`config.mk`:
```
export PLATFORM = sky130hd
export DESIGN_NAME = data_port_arbiter_flat
export DESIGN_NICKNAME = d
export VERILOG_FILES = /design/src/rtl/data_port_arbiter_if.sv /design/src/rtl/data_port_arbiter.sv /design/src/flat_wrapper.sv
export SDC_FILE = /design/constraint.sdc
export NUM_CORES = 1
export LEC_CHECK = 0
export ABC_AREA = 1
export BUFFER_PORTS_ARGS = -buffer_cell sky130_fd_sc_hd__buf_2
export CORE_AREA = 2 2 126 128
export DETAILED_ROUTE_END_ITERATION = 8
export DIE_AREA = 0 0 128 130
export PLACE_DENSITY = 0.64
export SLEW_MARGIN = 20
export SYNTH_ARGS = -nofsm -noshare
export SYNTH_HDL_FRONTEND = slang
export SYNTH_SLANG_ARGS = --single-unit
```
`constraint.sdc`:
```
create_clock -name clk -period 4.3 [get_ports clk]
set_input_delay 0.86 -clock clk [delete_from_list [all_inputs] [get_ports clk]]
set_output_delay 0.86 -clock clk [all_outputs]
set_load 0.005 [all_outputs]
```
`src/rtl/data_port_arbiter_if.sv`:
```
// One sram-like data port: request fields from the master, address/data
// acknowledgements and read data back from the slave.
//
// Handshake: req is the master's valid and is held with stable fields until
// addr_ok (the slave's ready) is seen high in the same cycle; that cycle
// transfers the address phase. data_ok is a one-cycle completion pulse,
// returned in the order the address phases were accepted, with rdata valid
// in that same cycle.
interface data_port_arbiter_if;
   logic        req;
   logic        wr;
   logic [1:0]  size;
   logic [31:0] addr;
   logic [3:0]  wstrb;
   logic [31:0] wdata;
   logic        addr_ok;
   logic        data_ok;
   logic [31:0] rdata;

   modport master (
      output req, wr, size, addr, wstrb, wdata,
      input  addr_ok, data_ok, rdata
   );

   modport slave (
      input  req, wr, size, addr, wstrb, wdata,
      output addr_ok, data_ok, rdata
   );
endinterface

```
`src/rtl/data_port_arbiter.sv`:
```
// data_port_arbiter: shares one downstream sram-like data port between
// M0 (data-cache refill path) and M1 (uncached / store-buffer path).
// A small in-order grant-ID queue steers each downstream completion back to
// the master that issued it. No cycles are added on either phase.
//
// Build option: define ARB_RR_EN for round-robin tie breaking (last_grant
// register is built, M0_PRIO ignored); leave it undefined for fixed
// priority selected by M0_PRIO.
module data_port_arbiter #(
   parameter int OUTSTANDING = 2,
   parameter bit M0_PRIO     = 1'b1
) (
   input  logic                      clk,
   input  logic                      resetn,
   data_port_arbiter_if.slave        m0,
   data_port_arbiter_if.slave        m1,
   data_port_arbiter_if.master       out,
   output logic                      dbg_locked,
   output logic [$clog2((OUTSTANDING > 1) ? OUTSTANDING : 2):0] dbg_count
);

   localparam int PTR_W = $clog2((OUTSTANDING > 1) ? OUTSTANDING : 2);
   localparam int CNT_W = PTR_W + 1;
   localparam logic [PTR_W-1:0] PTR_LAST = PTR_W'(OUTSTANDING - 1);
   localparam logic [CNT_W-1:0] CNT_FULL = CNT_W'(OUTSTANDING);

   // Lock FSM: OPEN lets the grant follow the requests, LOCKED pins the
   // grant recorded when the downstream stalled an address phase.
   typedef enum logic {
      ST_OPEN   = 1'b0,
      ST_LOCKED = 1'b1
   } lock_state_t;

   lock_state_t state_q, state_d;
   logic        lock_gnt_q, lock_gnt_d;

   // Grant-ID queue: one bit per entry (0 = M0, 1 = M1)
   logic [OUTSTANDING-1:0] gid_q;
   logic [PTR_W-1:0]       wr_ptr_q, rd_ptr_q;
   logic [CNT_W-1:0]       count_q;

   // Held read data for whichever master is not being completed
   logic [31:0] m0_rdata_q, m1_rdata_q;

   logic any_req;
   logic tie_gnt;
   logic grant;
   logic full;
   logic push;
   logic pop;
   logic head_gnt;

`ifdef ARB_RR_EN
   logic last_grant_q;
`endif

   function automatic logic [PTR_W-1:0] ptr_inc(input logic [PTR_W-1:0] p);
      return (p == PTR_LAST) ? '0 : p + 1'b1;
   endfunction

   assign any_req  = m0.req | m1.req;
   assign head_gnt = gid_q[rd_ptr_q];

   // A completion against an empty queue is a protocol error and is dropped.
   assign pop = out.data_ok & (count_q != '0);

   // A completion in the same cycle frees a slot, so a full queue still
   // admits a new address phase then (push and pop together).
   assign full = (count_q == CNT_FULL) & ~pop;

   // Tie-break choice when both masters request with no lock held
   always_comb begin
`ifdef ARB_RR_EN
      tie_gnt = ~last_grant_q;
`else
      tie_gnt = ~M0_PRIO;
`endif
   end

   // Grant selection: pinned while locked, otherwise the sole requester or the tie winner
   always_comb begin
      grant = 1'b0;
      if (state_q == ST_LOCKED) begin
         grant = lock_gnt_q;
      end else if (m0.req && !m1.req) begin
         grant = 1'b0;
      end else if (!m0.req && m1.req) begin
         grant = 1'b1;
      end else if (m0.req && m1.req) begin
         grant = tie_gnt;
      end
   end

   // Downstream request: pure mux of the granted master's fields
   assign out.req   = any_req & ~full;
   assign out.wr    = grant ? m1.wr    : m0.wr;
   assign out.size  = grant ? m1.size  : m0.size;
   assign out.addr  = grant ? m1.addr  : m0.addr;
   assign out.wstrb = grant ? m1.wstrb : m0.wstrb;
   assign out.wdata = grant ? m1.wdata : m0.wdata;

   assign push = out.req & out.addr_ok;

   assign m0.addr_ok = push & ~grant;
   assign m1.addr_ok = push &  grant;

   assign m0.data_ok = pop & ~head_gnt;
   assign m1.data_ok = pop &  head_gnt;

   assign m0.rdata = m0.data_ok ? out.rdata : m0_rdata_q;
   assign m1.rdata = m1.data_ok ? out.rdata : m1_rdata_q;

   assign dbg_locked = (state_q == ST_LOCKED);
   assign dbg_count  = count_q;

   // Lock FSM next state: lock on a stalled request, release on acceptance
   always_comb begin
      state_d    = state_q;
      lock_gnt_d = lock_gnt_q;
      case (state_q)
         ST_OPEN: begin
            if (out.req && !out.addr_ok) begin
               state_d    = ST_LOCKED;
               lock_gnt_d = grant;
            end
         end
         ST_LOCKED: begin
            if (out.addr_ok) begin
               state_d = ST_OPEN;
            end
         end
         default: begin
            state_d = ST_OPEN;
         end
      endcase
   end

   // Lock FSM state register and recorded grant
   always_ff @(posedge clk) begin
      if (!resetn) begin
         state_q    <= ST_OPEN;
         lock_gnt_q <= 1'b0;
      end else begin
         state_q    <= state_d;
         lock_gnt_q <= lock_gnt_d;
      end
   end

   // Grant-ID queue: push grant at tail on acceptance, pop head on completion
   always_ff @(posedge clk) begin
      if (!resetn) begin
         gid_q    <= '0;
         wr_ptr_q <= '0;
         rd_ptr_q <= '0;
         count_q  <= '0;
      end else begin
         if (push) begin
            gid_q[wr_ptr_q] <= grant;
            wr_ptr_q        <= ptr_inc(wr_ptr_q);
         end
         if (pop) begin
            rd_ptr_q <= ptr_inc(rd_ptr_q);
         end
         case ({push, pop})
            2'b10:   count_q <= count_q + 1'b1;
            2'b01:   count_q <= count_q - 1'b1;
            default: count_q <= count_q;
         endcase
      end
   end

   // Capture completed read data so each master's rdata holds between completions
   always_ff @(posedge clk) begin
      if (!resetn) begin
         m0_rdata_q <= '0;
         m1_rdata_q <= '0;
      end else begin
         if (m0.data_ok) begin
            m0_rdata_q <= out.rdata;
         end
         if (m1.data_ok) begin
            m1_rdata_q <= out.rdata;
         end
      end
   end

`ifdef ARB_RR_EN
   // Round-robin history: remember who won the most recent accepted address phase
   always_ff @(posedge clk) begin
      if (!resetn) begin
         last_grant_q <= 1'b1;
      end else if (push) begin
         last_grant_q <= grant;
      end
   end
`endif

endmodule

```
`src/flat_wrapper.sv`:
```
// flat-port wrapper written by rule: the top's interface ports become plain ports
module data_port_arbiter_flat 
#(
   parameter int OUTSTANDING = 2,
   parameter bit M0_PRIO     = 1'b1
)
  (clk, resetn, dbg_locked, dbg_count, m0_req, m0_wr, m0_size, m0_addr, m0_wstrb, m0_wdata, m0_addr_ok, m0_data_ok, m0_rdata, m1_req, m1_wr, m1_size, m1_addr, m1_wstrb, m1_wdata, m1_addr_ok, m1_data_ok, m1_rdata, out_req, out_wr, out_size, out_addr, out_wstrb, out_wdata, out_addr_ok, out_data_ok, out_rdata);
  data_port_arbiter_if m0_i ();
  data_port_arbiter_if m1_i ();
  data_port_arbiter_if out_i ();
  input  logic clk;
  input  logic resetn;
  output logic dbg_locked;
  output logic [$clog2((OUTSTANDING > 1) ? OUTSTANDING : 2):0] dbg_count;
  input wire logic [$bits(m0_i.req)-1:0] m0_req;
  input wire logic [$bits(m0_i.wr)-1:0] m0_wr;
  input wire logic [$bits(m0_i.size)-1:0] m0_size;
  input wire logic [$bits(m0_i.addr)-1:0] m0_addr;
  input wire logic [$bits(m0_i.wstrb)-1:0] m0_wstrb;
  input wire logic [$bits(m0_i.wdata)-1:0] m0_wdata;
  output wire logic [$bits(m0_i.addr_ok)-1:0] m0_addr_ok;
  output wire logic [$bits(m0_i.data_ok)-1:0] m0_data_ok;
  output wire logic [$bits(m0_i.rdata)-1:0] m0_rdata;
  input wire logic [$bits(m1_i.req)-1:0] m1_req;
  input wire logic [$bits(m1_i.wr)-1:0] m1_wr;
  input wire logic [$bits(m1_i.size)-1:0] m1_size;
  input wire logic [$bits(m1_i.addr)-1:0] m1_addr;
  input wire logic [$bits(m1_i.wstrb)-1:0] m1_wstrb;
  input wire logic [$bits(m1_i.wdata)-1:0] m1_wdata;
  output wire logic [$bits(m1_i.addr_ok)-1:0] m1_addr_ok;
  output wire logic [$bits(m1_i.data_ok)-1:0] m1_data_ok;
  output wire logic [$bits(m1_i.rdata)-1:0] m1_rdata;
  output wire logic [$bits(out_i.req)-1:0] out_req;
  output wire logic [$bits(out_i.wr)-1:0] out_wr;
  output wire logic [$bits(out_i.size)-1:0] out_size;
  output wire logic [$bits(out_i.addr)-1:0] out_addr;
  output wire logic [$bits(out_i.wstrb)-1:0] out_wstrb;
  output wire logic [$bits(out_i.wdata)-1:0] out_wdata;
  input wire logic [$bits(out_i.addr_ok)-1:0] out_addr_ok;
  input wire logic [$bits(out_i.data_ok)-1:0] out_data_ok;
  input wire logic [$bits(out_i.rdata)-1:0] out_rdata;
  assign m0_i.req = m0_req;
  assign m0_i.wr = m0_wr;
  assign m0_i.size = m0_size;
  assign m0_i.addr = m0_addr;
  assign m0_i.wstrb = m0_wstrb;
  assign m0_i.wdata = m0_wdata;
  assign m0_addr_ok = m0_i.addr_ok;
  assign m0_data_ok = m0_i.data_ok;
  assign m0_rdata = m0_i.rdata;
  assign m1_i.req = m1_req;
  assign m1_i.wr = m1_wr;
  assign m1_i.size = m1_size;
  assign m1_i.addr = m1_addr;
  assign m1_i.wstrb = m1_wstrb;
  assign m1_i.wdata = m1_wdata;
  assign m1_addr_ok = m1_i.addr_ok;
  assign m1_data_ok = m1_i.data_ok;
  assign m1_rdata = m1_i.rdata;
  assign out_req = out_i.req;
  assign out_wr = out_i.wr;
  assign out_size = out_i.size;
  assign out_addr = out_i.addr;
  assign out_wstrb = out_i.wstrb;
  assign out_wdata = out_i.wdata;
  assign out_i.addr_ok = out_addr_ok;
  assign out_i.data_ok = out_data_ok;
  assign out_i.rdata = out_rdata;
  data_port_arbiter #(.OUTSTANDING(OUTSTANDING), .M0_PRIO(M0_PRIO)) u_core (.clk(clk), .resetn(resetn), .m0(m0_i), .m1(m1_i), .out(out_i), .dbg_locked(dbg_locked), .dbg_count(dbg_count));
endmodule
```
Word level (Yosys, flattened, before mapping) --
Index checks and enable logic that the tools add are counted.
Operators by class: equal/unequal tests 3, reduce and logical (&&, ||, !) cells 10, bitwise gates (word level) 14, multiplexer cells 21, magnitude comparators 3, add/sub/neg operators 4
Operators by type and width (number):
- $mux W32 | 4
- $mux W1 | 11
- $and A1 B1 Y1 | 8
- $not A1 Y1 | 5
- $eq A2 B2 Y1 const B | 2
- $logic_and A1 B1 Y1 | 4
- $lt A1 B2 Y1 const B | 2
- $mux W4 | 1
- $pmux W2 S2 | 1
- $reduce_bool A2 Y1 | 2
- $logic_not A1 Y1 | 3
- $add A1 B1 Y1 const B | 2
- $add A2 B1 Y2 const B | 1
- $bwmux W2 | 1
- $eq A2 B1 Y1 const B | 1
- $mux W2 | 1
- $pmux W1 S2 | 1
- $reduce_and A2 Y1 | 1
- $sub A2 B1 Y2 const B | 1
- $demux W1 S1 | 1
- $ge A1 B1 Y1 const B | 1
- $or A1 B1 Y1 | 1
Word-level totals: bits in registers 72, input bits 180

Logic depth before layout (Yosys ltp) --
word-level depth 9, depth in mapped cells 9, gate-level depth less buffers 8

Least setup slack after synthesis --
OpenSTA, ideal clock, no wires.
path kind input to output, from input port m0_req, to output port out_addr[11], cell stages on the path 7, path slack 1.784 ns, buffers on the path 2, data required time 3.440 ns, arrival time 1.656 ns, cell sequence inv_1 -> nand3_1 -> nand2_1 -> buf_2 -> buf_1 -> nand2_1 -> nand2_1
Between the ends: word-level cells in the longest chain between the ends 6
RTL lines:
- start, declared | line flat_wrapper.sv:15 | input wire logic [$bits(m0_i.req)-1:0] m0_req;
- $logic_not A1 Y1 | line data_port_arbiter.sv:87 | end else if (!m0.req && m1.req) begin
- $logic_and A1 B1 Y1 | line data_port_arbiter.sv:87
- $mux W1 | line data_port_arbiter.sv:87
- $mux W1 (*) | line data_port_arbiter.sv:85 | end else if (m0.req && !m1.req) begin
- $mux W1 (*) | line data_port_arbiter.sv:83 | if (state_q == ST_LOCKED) begin
- $mux W32 (*) | line data_port_arbiter.sv:98 | assign out.addr = grant ? m1.addr : m0.addr;
- end, declared | line flat_wrapper.sv:36 | output wire logic [$bits(out_i.addr)-1:0] out_addr;
Mark *: on every way between the ends. The rest lies on a longest branch, timed or not.

Final worst setup path --
from input port out_data_ok, to output port m0_rdata[4]
Between the ends: word-level cells in the longest chain between the ends 3
RTL lines:
- start, declared | line flat_wrapper.sv:40 | input wire logic [$bits(out_i.data_ok)-1:0] out_data_ok;
- $and A1 B1 Y1 | line data_port_arbiter.sv:65 | assign pop = out.data_ok & (count_q != '0);
- via u_core.pop | line data_port_arbiter.sv:50 | logic pop;
- $and A1 B1 Y1 | line data_port_arbiter.sv:107 | assign m0.data_ok = pop & ~head_gnt;
- $mux W32 | line data_port_arbiter.sv:110 | assign m0.rdata = m0.data_ok ? out.rdata : m0_rdata_q;
- end, declared | line flat_wrapper.sv:23 | output wire logic [$bits(m0_i.rdata)-1:0] m0_rdata;
The timed path passes the listed nets, and every way through them passes these cells.

==> flow_summary_export.csv <==
group,metric,value,unit
route,finalWirelength,15900,µm
global_route,grt_pass1_wl,23000,µm
yosys,synthCells,700,
global_route,grt_pass1_vias,4349,
placement,pre_cts_ws,0.980,ns
route,wire_per_inst,13.2,µm
clock_network,post_cts.repair.setup_buffers,0,
yosys,netlist_area,4450,µm²
route,dr.pass1.iters,4,
timing,setup_tns,0,ns
route,drc,0,
placement,hpwlAfterDp,13000,µm
clock_network,cts-hold-fix-buffers,0,
run_status,status,"complete, no violations",
finish,final_common_cell,"buf_2",
yosys,ys_seq_area_share,32.4,%
finish,diodes,0,
route,dr_wl_met2,7410,µm
route,num_vias,5015,
clock_network,root_buffer,"clkbuf_16",
timing,finalCritPeriodShare,76.4,%
timing,fin_worst_skew,0.00559,ns
timing,fin_ws,1.01,ns
yosys,yosysWarnings,0,
critical_path,cp.arrival,2.43,ns
critical_path,critPathMaxFanout,52,
clock_network,cts_tree,"built",
critical_path,crit_path_end_kind,"output pin",
power,clockPowerShare,33.7,%
yosys,synth_top_area_share,32.4,%
critical_path,cp-startpoint,"out_data_ok",
power,p_leak,4.18,nW
timing,grt_setup_unrepaired,"false",
floorplanning,die_area,16600,µm²
timing,worst-slew-pin-transition,0.912,ns
critical_path,timing.rr.start,"u_core.gid_q[0]",
route,ant_nets,0,
clock_network,cts.sinks,72,
timing,max_slew_margin,39.2,%
global_route,grt.overflow.total,0,
placement,gp_congestion,0.845,
finish,syn_to_final_growth,45.0,%
critical_path,crit_type,"input pin to output pin",
power,p_sw_share,32.7,%
floorplanning,die_h,130,µm
power,p_seq_share,31.4,%
floorplanning,rows,46,
floorplanning,core_area,15400,µm²
power,p_int,1.63,mW
placement,place.port_buffers,322,
clock_network,clock_latency,0.33,ns
critical_path,r2r_end,"u_core.m0_rdata_q[2]",
power,comb_power_share,34.9,%
clock_network,clk_pin_slew_worst_paths,0.06,ns
power,vdd_ir_drop_max,0.000197,V
critical_path,endpoint,"m0_rdata[4]",
yosys,synth_fp_nets,881,
timing,max_clock_freq,304,MHz
clock_network,numCtsBuffers,9,
min_path,hold_class,"flop to flop",
min_path,hold_path.startpoint,"u_core.lock_gnt_q",
yosys,synthTopCellsByArea,"dfxtp_1, nand2_1, inv_1, o21ai_2, nand2_2",
finish,drive_gt1_share,48.8,%
route,drtIter0Drc,233,
floorplanning,die_x,128,µm
floorplanning,pin_count,323,
finish,final_nets,1183,
global_route,grt_max_degree,75,
power,p_per_area,376,nW/µm²
critical_path,r2r.worst_path.cells,8,
route,viasPerCell,4.18,
finish,layout_common_cells,"buf_2, nand2_1, inv_1",
timing,slew_viol_final,0,
critical_path,worst_ep_required_time,3.44,ns
critical_path,cp-start-kind,"input pin",
yosys,yosysTopAreaCell,"dfxtp_1",
route,routed.top_layer,"met4",
global_route,grt_antenna_before_repair,0,
timing,setup_violations,0,
clock_network,htree_levels,3,
timing,hold_violations,0,
flow_run,maxCapViolations,0,
yosys,ys_types,22,
clock_network,cts_resized,0,
timing,period_needed,3.29,ns
clock_network,cts_buffer_depth,2,
yosys,syn_area_per_cell,6.36,µm²
power,netSwitchingPower,0.795,mW
floorplanning,start_util,28.9,%
global_route,grt_usage,18.0,%
critical_path,reg2reg_slack,2.27,ns
route,m1WireLength,6860,µm
route,wl_met3,1340,µm
yosys,ys_ff_latch,72,
## worst min path at each step
stage | cells after the start | slack [ns] | to
6_report | 2 | 0.47 | u_core.lock_gnt_q
5_1_grt | 2 | 0.50 | u_core.lock_gnt_q
4_1_cts | 2 | 0.47 | u_core.lock_gnt_q
3_5_place_dp | 2 | 0.46 | u_core.lock_gnt_q
3_3_place_gp | 2 | 0.46 | u_core.lock_gnt_q
2_1_floorplan | 2 | 0.44 | u_core.lock_gnt_q
## power groups by stage
stage	logic (mW)	clock network, mW	registers, mW
after CTS	0.860	0.850	0.764
final	0.847	0.819	0.763
after global placement	0.848	0	0.775
after floorplan	0.511	0	0.773
after global routing	0.955	0.884	0.771
after detailed placement	0.857	0	0.778
## worst max-delay path, stage by stage
cell and delay (ns):
buf_2 0.07, inv_1 0.06, a21oi_4 0.22, nand2_4 0.46
buf_4 0.40, o21ai_2 0.17, inv_1 0.05, buf_2 0.12
## cells in the mapped netlist
master / count
dfxtp_1: 72
nor2_2: 40
o21ai_2: 54
inv_2: 3
nand2_2: 49
ha_1: 1
nand3b_1: 1
buf_1: 3
a21oi_1: 5
clkbuf_2: 2
nand3_1: 4
buf_2: 2
nand4_1: 2
buf_6: 12
inv_1: 142
nor2_1: 31
nand2_1: 243
a21oi_4: 1
o21ai_0: 4
clkbuf_1: 17
a211oi_1: 1
o21ai_1: 11
## layer usage
metal / vias to the layer above / GRT usage [%]
li1: 2638 / -
met1: 2180 / 22.9
met2: 188 / 29.2
met3: 9 / 5.74
met4: 0 / 5.30
met5: - / 0
## metrics by stage
stage               util, %  hold slack [ns]  area, µm²  total power, mW  cells
CTS                    41.8            0.473       6450             2.47   1199
floorplan                 -            0.439       4450             1.28    700
detailed placement     39.7            0.459       6120             1.64   1183
finish                 41.8            0.470       6450             2.43   1199
global placement       39.7            0.456       6120             1.62   1183
global route           41.8            0.499       6450             2.61   1199
## final cells by class
type                    count  area [µm²]
clock buffers              11         253
fillers                  1709        8970
well taps                 192         240
flip-flops and latches     72        1440
multi-input cells         447        2250
inverters                 145         544
repair buffers            327        1650
clock inverters             5        78.8
## cell families after synthesis
group | synth area share (%)
AOI/OAI and AO/OA | 13.4
adders and majority gates | 0.281
buffers and inverters | 17.4
DFF | 32.4
and+or+nand+nor | 36.5
## state kept, by name (all words and copies together) (netlist names)
name	cells
u_core.wr_ptr_q	1
u_core.dbg_locked	1
u_core.m0_rdata_q	32
u_core.gid_q	2
u_core.rd_ptr_q	1
u_core.lock_gnt_q	1
u_core.dbg_count	2
u_core.m1_rdata_q	32
(Power assumes the default switching activity.)
